<file path="src/rtl/sram_frame_pkg.sv">
// Shared types and constants for the SRAM frame-buffer arbiter.
package sram_frame_pkg;

   localparam int FRAME_BIT = 19;
   localparam int WORD_AW   = 19;
   localparam int DW        = 16;

   typedef enum logic [1:0] {
      IDLE,
      ACCESS,
      TURN
   } state_t;

   typedef enum logic {
      OWN_DISP,
      OWN_COMP
   } owner_t;

endpackage

</file>
<file path="src/rtl/sram_arb_pick.sv">
// Priority decision between display and compute, with the starvation counter
// that forces compute in after STARVE_LIMIT back-to-back display grants.
module sram_arb_pick
   import sram_frame_pkg::*;
#(
   parameter int STARVE_LIMIT = 4
) (
   input  logic clk,
   input  logic reset,
   input  logic arb_en,
   input  logic disp_req,
   input  logic comp_req,
   output logic grant_disp,
   output logic grant_comp
);

   localparam logic [3:0] LIMIT = 4'(STARVE_LIMIT);

   logic [3:0] starve_cnt;
   logic       starved;

   // Compute wins when display is quiet or has used up its allowance.
   always_comb begin
      starved    = (starve_cnt == LIMIT);
      grant_comp = arb_en && comp_req && (starved || !disp_req);
      grant_disp = arb_en && disp_req && !grant_comp;
   end

   // Count display grants that overtook a waiting compute request.
   always_ff @(posedge clk) begin
      if (reset) begin
         starve_cnt <= '0;
      end else if (!comp_req || grant_comp) begin
         starve_cnt <= '0;
      end else if (grant_disp && !starved) begin
         starve_cnt <= starve_cnt + 4'd1;
      end
   end

endmodule

</file>
<file path="src/rtl/sram_frame_arbiter.sv">
// Single-port SRAM arbiter for the double-buffered frame store.
//
//  state  | meaning
//  IDLE   | arbitrate: swap first, then compute/display; read results pulse here
//  ACCESS | address/control held for ACCESS_CYCLES cycles
//  TURN   | one bus-turnaround cycle after a write, comp_done pulses here
module sram_frame_arbiter
   import sram_frame_pkg::*;
#(
   parameter int ACCESS_CYCLES = 2,
   parameter int STARVE_LIMIT  = 4
) (
   input  logic                 Clk,
   input  logic                 Reset,
   input  logic                 disp_req,
   input  logic [WORD_AW-1:0]   disp_addr,
   output logic                 disp_gnt,
   output logic                 disp_rvalid,
   output logic [DW-1:0]        disp_rdata,
   input  logic                 comp_req,
   input  logic                 comp_we,
   input  logic [WORD_AW-1:0]   comp_addr,
   input  logic [DW-1:0]        comp_wdata,
   output logic                 comp_gnt,
   output logic                 comp_done,
   output logic [DW-1:0]        comp_rdata,
   input  logic                 swap_req,
   output logic                 swap_ack,
   output logic                 even_frame,
   output logic [FRAME_BIT:0]   SRAM_ADDRESS,
   output logic                 SRAM_WE_N,
   output logic                 SRAM_OE_N,
   output logic [DW-1:0]        Data_to_SRAM,
   input  logic [DW-1:0]        Data_from_SRAM
);

   localparam logic [2:0] ACC_LOAD = 3'(ACCESS_CYCLES - 1);

   state_t     state;
   owner_t     owner;
   logic       is_write;
   logic [2:0] acc_cnt;
   logic       swap_now;
   logic       arb_en;
   logic       grant_disp;
   logic       grant_comp;

   // A level swap request is not re-taken in the cycle its ack is showing,
   // so one held request swaps once and the blocked requester gets its turn.
   always_comb begin
      swap_now = (state == IDLE) && swap_req && !swap_ack;
      arb_en   = (state == IDLE) && !swap_now;
   end

   sram_arb_pick #(
      .STARVE_LIMIT(STARVE_LIMIT)
   ) u_pick (
      .clk       (Clk),
      .reset     (Reset),
      .arb_en    (arb_en),
      .disp_req  (disp_req),
      .comp_req  (comp_req),
      .grant_disp(grant_disp),
      .grant_comp(grant_comp)
   );

   // Main sequencer: all outputs registered, pulses default low every cycle.
   always_ff @(posedge Clk) begin
      if (Reset) begin
         state        <= IDLE;
         owner        <= OWN_DISP;
         is_write     <= 1'b0;
         acc_cnt      <= '0;
         disp_gnt     <= 1'b0;
         disp_rvalid  <= 1'b0;
         disp_rdata   <= '0;
         comp_gnt     <= 1'b0;
         comp_done    <= 1'b0;
         comp_rdata   <= '0;
         swap_ack     <= 1'b0;
         even_frame   <= 1'b1;
         SRAM_ADDRESS <= '0;
         SRAM_WE_N    <= 1'b1;
         SRAM_OE_N    <= 1'b1;
         Data_to_SRAM <= '0;
      end else begin
         disp_gnt    <= 1'b0;
         disp_rvalid <= 1'b0;
         comp_gnt    <= 1'b0;
         comp_done   <= 1'b0;
         swap_ack    <= 1'b0;
         case (state)
            IDLE: begin
               if (swap_now) begin
                  even_frame <= ~even_frame;
                  swap_ack   <= 1'b1;
               end else if (grant_comp) begin
                  // Compute always works on the buffer not being displayed.
                  SRAM_ADDRESS <= {~even_frame, comp_addr};
                  owner        <= OWN_COMP;
                  is_write     <= comp_we;
                  if (comp_we) begin
                     SRAM_WE_N    <= 1'b0;
                     Data_to_SRAM <= comp_wdata;
                  end else begin
                     SRAM_OE_N    <= 1'b0;
                  end
                  comp_gnt <= 1'b1;
                  acc_cnt  <= ACC_LOAD;
                  state    <= ACCESS;
               end else if (grant_disp) begin
                  SRAM_ADDRESS <= {even_frame, disp_addr};
                  owner        <= OWN_DISP;
                  is_write     <= 1'b0;
                  SRAM_OE_N    <= 1'b0;
                  disp_gnt     <= 1'b1;
                  acc_cnt      <= ACC_LOAD;
                  state        <= ACCESS;
               end
            end
            ACCESS: begin
               if (acc_cnt == 3'd0) begin
                  SRAM_WE_N <= 1'b1;
                  SRAM_OE_N <= 1'b1;
                  if (is_write) begin
                     comp_done <= 1'b1;
                     state     <= TURN;
                  end else begin
                     if (owner == OWN_COMP) begin
                        comp_rdata <= Data_from_SRAM;
                        comp_done  <= 1'b1;
                     end else begin
                        disp_rdata  <= Data_from_SRAM;
                        disp_rvalid <= 1'b1;
                     end
                     state <= IDLE;
                  end
               end else begin
                  acc_cnt <= acc_cnt - 3'd1;
               end
            end
            TURN: begin
               state <= IDLE;
            end
            default: begin
               state <= IDLE;
            end
         endcase
      end
   end

endmodule

</file>
<file path="config.mk">
export PLATFORM = sky130hd
export DESIGN_NAME = sram_frame_arbiter
export DESIGN_NICKNAME = d
export VERILOG_FILES = /design/src/rtl/sram_frame_pkg.sv /design/src/rtl/sram_arb_pick.sv /design/src/rtl/sram_frame_arbiter.sv
export SDC_FILE = /design/constraint.sdc
export NUM_CORES = 1
export LEC_CHECK = 0
export CAP_MARGIN = 20
export CORE_MARGIN = 2
export CORE_UTILIZATION = 30
export DETAILED_ROUTE_END_ITERATION = 8
export GPL_ROUTABILITY_DRIVEN = 0
export PLACE_DENSITY = 0.71
export REMOVE_ABC_BUFFERS = 1
export SYNTH_ARGS = -nofsm -noshare
export SYNTH_HDL_FRONTEND = slang
export SYNTH_SLANG_ARGS = --single-unit
</file>
<file path="constraint.sdc">
create_clock -name Clk -period 2.25 [get_ports Clk]
set_input_delay 0.45 -clock Clk [delete_from_list [all_inputs] [get_ports Clk]]
set_output_delay 0.45 -clock Clk [all_outputs]
set_load 0.02 [all_outputs]
</file>
---- Word-level counts from Yosys, hierarchy flattened ----
Index checks and enable logic that the tools add are counted.
word-level totals
  register bits ........................... 87
  bits of input ports ..................... 76
  output and inout bits ................... 76
  word-level logic and storage cells ...... 101
cells by class
  add/sub/neg operators ................... 2
  equal/unequal tests ..................... 9
  mux-type cells .......................... 31
  bitwise gates (word level) .............. 7
  reduce and logical (&&, ||, !) cells .... 35
operators by type and width
  operator               count
  $mux W20               2
  $mux W1                16
  $reduce_and A4 Y1      4
  $mux W3                4
  $mux W2                5
  $reduce_and A5 Y1      2
  $logic_and A1 B1 Y1    8
  $ne A2 B2 Y1 const B   4
  $reduce_or A4 Y1       2
  $not A1 Y1             7
  $logic_not A1 Y1       6
  $pmux W3 S2            1
  $reduce_and A3 Y1      2
  $reduce_or A3 Y1       2
  $add A4 B1 Y4 const B  1
  $eq A4 B3 Y1 const B   1
  $pmux W1 S2            2
  $pmux W2 S2            1
  $reduce_bool A2 Y1     2
  $reduce_or A2 Y1       2
  $logic_not A3 Y1       1
  $ne A3 B1 Y1 const B   1
  $ne A3 B3 Y1 const B   1
  $sub A3 B1 Y3 const B  1
  5 further kinds        6

---- Longest topological paths before layout ----
  word-level depth ........................ 13
  gate-level depth with buffers ........... 8
  gate-level depth less buffers ........... 6

---- By module ----
Synthesis repeated with hierarchy kept, for this count alone.
unflattened totals
  cell total of the unflattened synthesis .. 402
  area total of the unflattened synthesis .. 3,742.3 sq um
by module, submodules not included
  module              instances  cells each  area each (sq um)  sequential area each (sq um)
  sram_frame_arbiter  1          373         3,488.3            1,661.6
  sram_arb_pick       1          29          254.0              80.1

---- Worst setup path after synthesis ----
Ideal clock, no wire load.
  path type ............................... reg2reg
  start point ............................. register u_pick.starve_cnt[0]
  end point ............................... register Data_to_SRAM[10]
  library setup time ...................... 0.072 ns
  data arrival time ....................... 1.532 ns
  required time ........................... 2.178 ns
  slack ................................... 0.646 ns
  stages on the path, launching flop included .. 9
  cell sequence ........................... dfxtp_1 -> inv_1 -> ha_1 -> nand3b_4 -> a21boi_4 -> and3_1 -> buf_6 -> buf_8 -> mux2i_1
between the ends
  cells in the longest elaborated chain, start to end .. 4
ends and longest elaborated chain
  what                                RTL line                   text
  start: declaration                  sram_arb_pick.sv:19        logic [3:0] starve_cnt;
  start signal: assignment            sram_arb_pick.sv:36        starve_cnt <= starve_cnt + 4'd1;
  $eq A4 B3 Y1                        sram_arb_pick.sv:24        starved = (starve_cnt == LIMIT);
  $logic_or A1 B1 Y1                  sram_arb_pick.sv:25        grant_comp = arb_en && comp_req && (starved || !disp_req);
  $logic_and A1 B1 Y1                 sram_arb_pick.sv:25
  $reduce_and A4 Y1 (no source line)  --
  end signal: assignment              sram_frame_arbiter.sv:104  Data_to_SRAM <= comp_wdata;
  end: declaration                    sram_frame_arbiter.sv:33   output logic [DW-1:0] Data_to_SRAM,
No other way between the ends.
A chain may end at the register's enable or synchronous reset.

---- Worst setup path in the final report ----
  start point ............................. input port swap_req
  end point ............................... register SRAM_ADDRESS[2]
between the ends
  cells in the longest elaborated chain, start to end .. 10
  elaborated cells between the ends (all ways) .. 13
  those cells by class .................... mux: 1; bitwise: 1; reduce/logical: 11
ends and longest elaborated chain
  what                                  RTL line                   text
  start: declaration                    sram_frame_arbiter.sv:27   input logic swap_req,
  $logic_and A1 B1 Y1 (*) (2 in a row)  sram_frame_arbiter.sv:51   swap_now = (state == IDLE) && swap_req && !swap_ack;
  $logic_not A1 Y1                      sram_frame_arbiter.sv:52   arb_en = (state == IDLE) && !swap_now;
  $logic_and A1 B1 Y1                   sram_frame_arbiter.sv:52
  $logic_and A1 B1 Y1 (2 in a row)      sram_arb_pick.sv:25
  $logic_not A1 Y1                      sram_arb_pick.sv:26        grant_disp = arb_en && disp_req && !grant_comp;
  $logic_and A1 B1 Y1                   sram_arb_pick.sv:26
  $reduce_bool A2 Y1 (no source line)   --
  $reduce_and A3 Y1 (no source line)    --
  end signal: assignment                sram_frame_arbiter.sv:99   SRAM_ADDRESS <= {~even_frame, comp_addr};
  end signal: assignment                sram_frame_arbiter.sv:112  SRAM_ADDRESS <= {even_frame, disp_addr};
  end: declaration                      sram_frame_arbiter.sv:30   output logic [FRAME_BIT:0] SRAM_ADDRESS,
Mark *: on every way between the ends. The rest lies on a longest branch, timed or not.

==> results.txt <==
Setup-failing EPs final - 0
Reg2reg end - Data_to_SRAM[13]
Gr usage total - 14.73%
Reg2Reg Launch Point - u_pick.starve_cnt[0]
Fin cells - 693
Final Cycle Share - 82.93%
Highest Clock Rate - 535.9 MHz
Hold path startpoint - disp_rdata[4]
Register clock-pin slew on the reported worst setup and hold paths - 0.06 ns
Worst Setup SP - swap_req
Via/cell ratio - 4.658
Hpwl dp - 6.840 mm
Gr ovfl total - 0
Busiest grt layer - met2
Die Area - 0.01291 sq mm
Critical Path Start Type - input pin
Synth warn - 0
First-pass GRT wire length - 15.38 mm
Mapped Cells - 395
Setup repair bufs after CTS - 0
Peak supply drop - 382.5 uV
Slowest-stage cell, CP - clkdlybuf4s50_1
RSZ-0062 raised after global routing - false
Lkg Pwr - 2.159 nW
Diode count - 0
ANT nets after route - 0
Cell area after synthesis - 0.003605 sq mm
Clk sinks - 87
Total number of vias - 3,228
Clock Path Buffers - 2
Largest net degree at the start of global routing - 51
Max-cap viol count - 0
Most common cell after layout, fill and taps aside - clkdlybuf4s50_1
Crit path max-delay family - buffers and inverters
Setup tns final - 0 ns
CP Cell Sequence - clkdlybuf4s50_1 > nor2b_2 > nor4_4 > buf_4 > nor2_1 > a311oi_1
Outcome - complete, no violations
Pwr/cell area - 726.1 mW/mm^2
Worst-Margin Slew - 0.6065 ns
#FFs+latches synth - 87
DIE HEIGHT - 113.6 microns
CP Data Arrival Time - 2.09 ns
Post-synth EDFFs - 0
Prevailing post-synth register cell - dfxtp_1
Worst hold path type - reg2reg
Layout cells sized above 1 - 6.227%
Hold Path Cell Cnt - 2
Met2 GRT Util - 25.23%
CP Capture Type - flop
H-tree levels - 3
R2R cell count - 7
Clock Latency Late Sink - 0.33 ns
Post-cts sizing count - 0
Async SR Flop Fraction - 0%
Sequential fraction of the synthesis area - 48.32%
CP required - 2.48 ns
Tmin final - 1.866 ns
Post-CTS Hold Fix Bufs - 0
Core area - 0.01186 sq mm
Clock root buffer - clkbuf_16
Worst setup path class - in2reg
Final Max Tran Viols - 0
Worst Skew - 0.006222 ns
Io pins - 152
Met3 Use GR - 4.676%
Initial core utilization - 30.39%
Nets@finish - 623
Routed WL - 9.318 mm
CP peak stage delay - 0.43 ns
GR Layer Usage met1 - 17.30%
DR iter-0 viols - 184
Cells after DPL - 679
CP max FO - 17
Flop2flop setup slack - 0.45 ns
Rel. slew slack - 59.48%
Buffers plus inverters on the worst setup path - 2
CTS Buf Count - 9
Area Growth Syn to Fin - 54.84%
Die width - 113.6 microns
Most frequent cells in the layout - clkdlybuf4s50_1 (150), dfxtp_1 (87), nand2_1 (75)
Routed len/inst - 13.45 microns
Cell area after layout - 0.005582 sq mm
DR pass1 iterations - 4
CTS tree - built
Unique masters post-synth - 43
DRC - 0
Buffers on Ports - 151
DP Area - 0.005248 sq mm
Final-report hold violation count - 0
Hold Crit Endpoint - disp_rdata[4]
Vias in the first global route - 3,211
Mapped Avg Cell Area - 9.126 sq um
# rows - 40
Initial antenna violation count - 0
[worst register-to-register path: stages (launching register included)]
cell      delay (ns)
dfxtp_1         0.33
inv_1           0.11
ha_1            0.22
nand3b_4        0.13
a21boi_4        0.29
and3_1          0.26
buf_12          0.19
mux2i_1         0.22
[cell usage after synthesis (2+ instances only)]
master	n	share of area [%]
dfxtp_1	87	48
nand2_1	75	7.8
nor2_1	47	4.9
nand2b_1	37	6.4
mux2i_1	34	9.4
a21oi_1	19	2.6
a311oi_1	19	4.6
clkbuf_1	11	1.1
buf_2	7	0.97
inv_1	6	0.62
nor3_1	6	0.83
buf_6	5	1.6
a31oi_1	4	0.69
ha_1	4	1.4
nand3_1	3	0.42
nor2b_1	3	0.52
a21o_1	2	0.42
[flip-flops by register name (all words and copies together) (netlist names)]
register and flops:
Data_to_SRAM 16, u_pick.starve_cnt 4, owner 1, comp_done 1
disp_gnt 1, even_frame 1, swap_ack 1, SRAM_OE_N 1
is_write 1, SRAM_WE_N 1, comp_gnt 1, acc_cnt 3
disp_rdata 16, SRAM_ADDRESS 20, state 2, disp_rvalid 1
comp_rdata 16
[area by class of cell]
class | count | area (sq um)
clock inverters | 4 | 95.09
well taps | 147 | 183.9
flip-flops and latches | 87 | 1742
fillers | 1111 | 6280
repair buffers | 162 | 1614
clock buffers | 10 | 239.0
inverters | 6 | 22.52
multi-input cells | 277 | 1685
[how the worst max path moves through the flow]
stage,endpoint,cells past startpoint
4_1_cts,SRAM_ADDRESS[2],6
3_3_place_gp,Data_to_SRAM[11],6
3_5_place_dp,SRAM_ADDRESS[2],6
5_1_grt,SRAM_ADDRESS[9],6
6_report,SRAM_ADDRESS[2],6
2_1_floorplan,Data_to_SRAM[0],6
[stage by stage]
stage          worst slack, ns  hold slack (ns)  utilization, %  power (mW)
2_1_floorplan          0.09243           0.4399               -       2.017
3_5_place_dp           0.04685           0.4473           44.24       2.414
4_1_cts                 0.4055           0.4560           47.06       4.103
3_3_place_gp            0.1429           0.4421           44.24       2.400
6_report                0.3841           0.4542           47.06       4.053
5_1_grt                 0.2404           0.4743           47.06       4.249
[per-layer routing]
metal	wire, microns	up-vias
li1	-	1625
met1	4041	1490
met2	4529	101
met3	622	12
met4	125	0
met5	0	-
[report_power, final]
group	switching (mW)	total (mW)	internal, mW	leakage [nW]
Clock	0.578	1.68	1.10	0.164
Combinational	0.336	0.700	0.363	1.29
Sequential	0.0496	1.67	1.63	0.709
Total	0.964	4.05	3.09	2.16
[cells by family (layout without fill, tap and decap cells)]
group | after synthesis | after routing | synth area share [%]
multiplexers | 34 | 34 | 9.441
flip-flops | 87 | 87 | 48.32
AND/OR/NAND/NOR | 186 | 186 | 25.37
buffers and inverters | 31 | 182 | 4.929
adder cells (fa/ha/maj) | 4 | 4 | 1.388
AO/OA/AOI/OAI | 51 | 51 | 10.07
XOR/XNOR | 2 | 2 | 0.4860
Note: power is estimated with default switching activity, not from simulation.
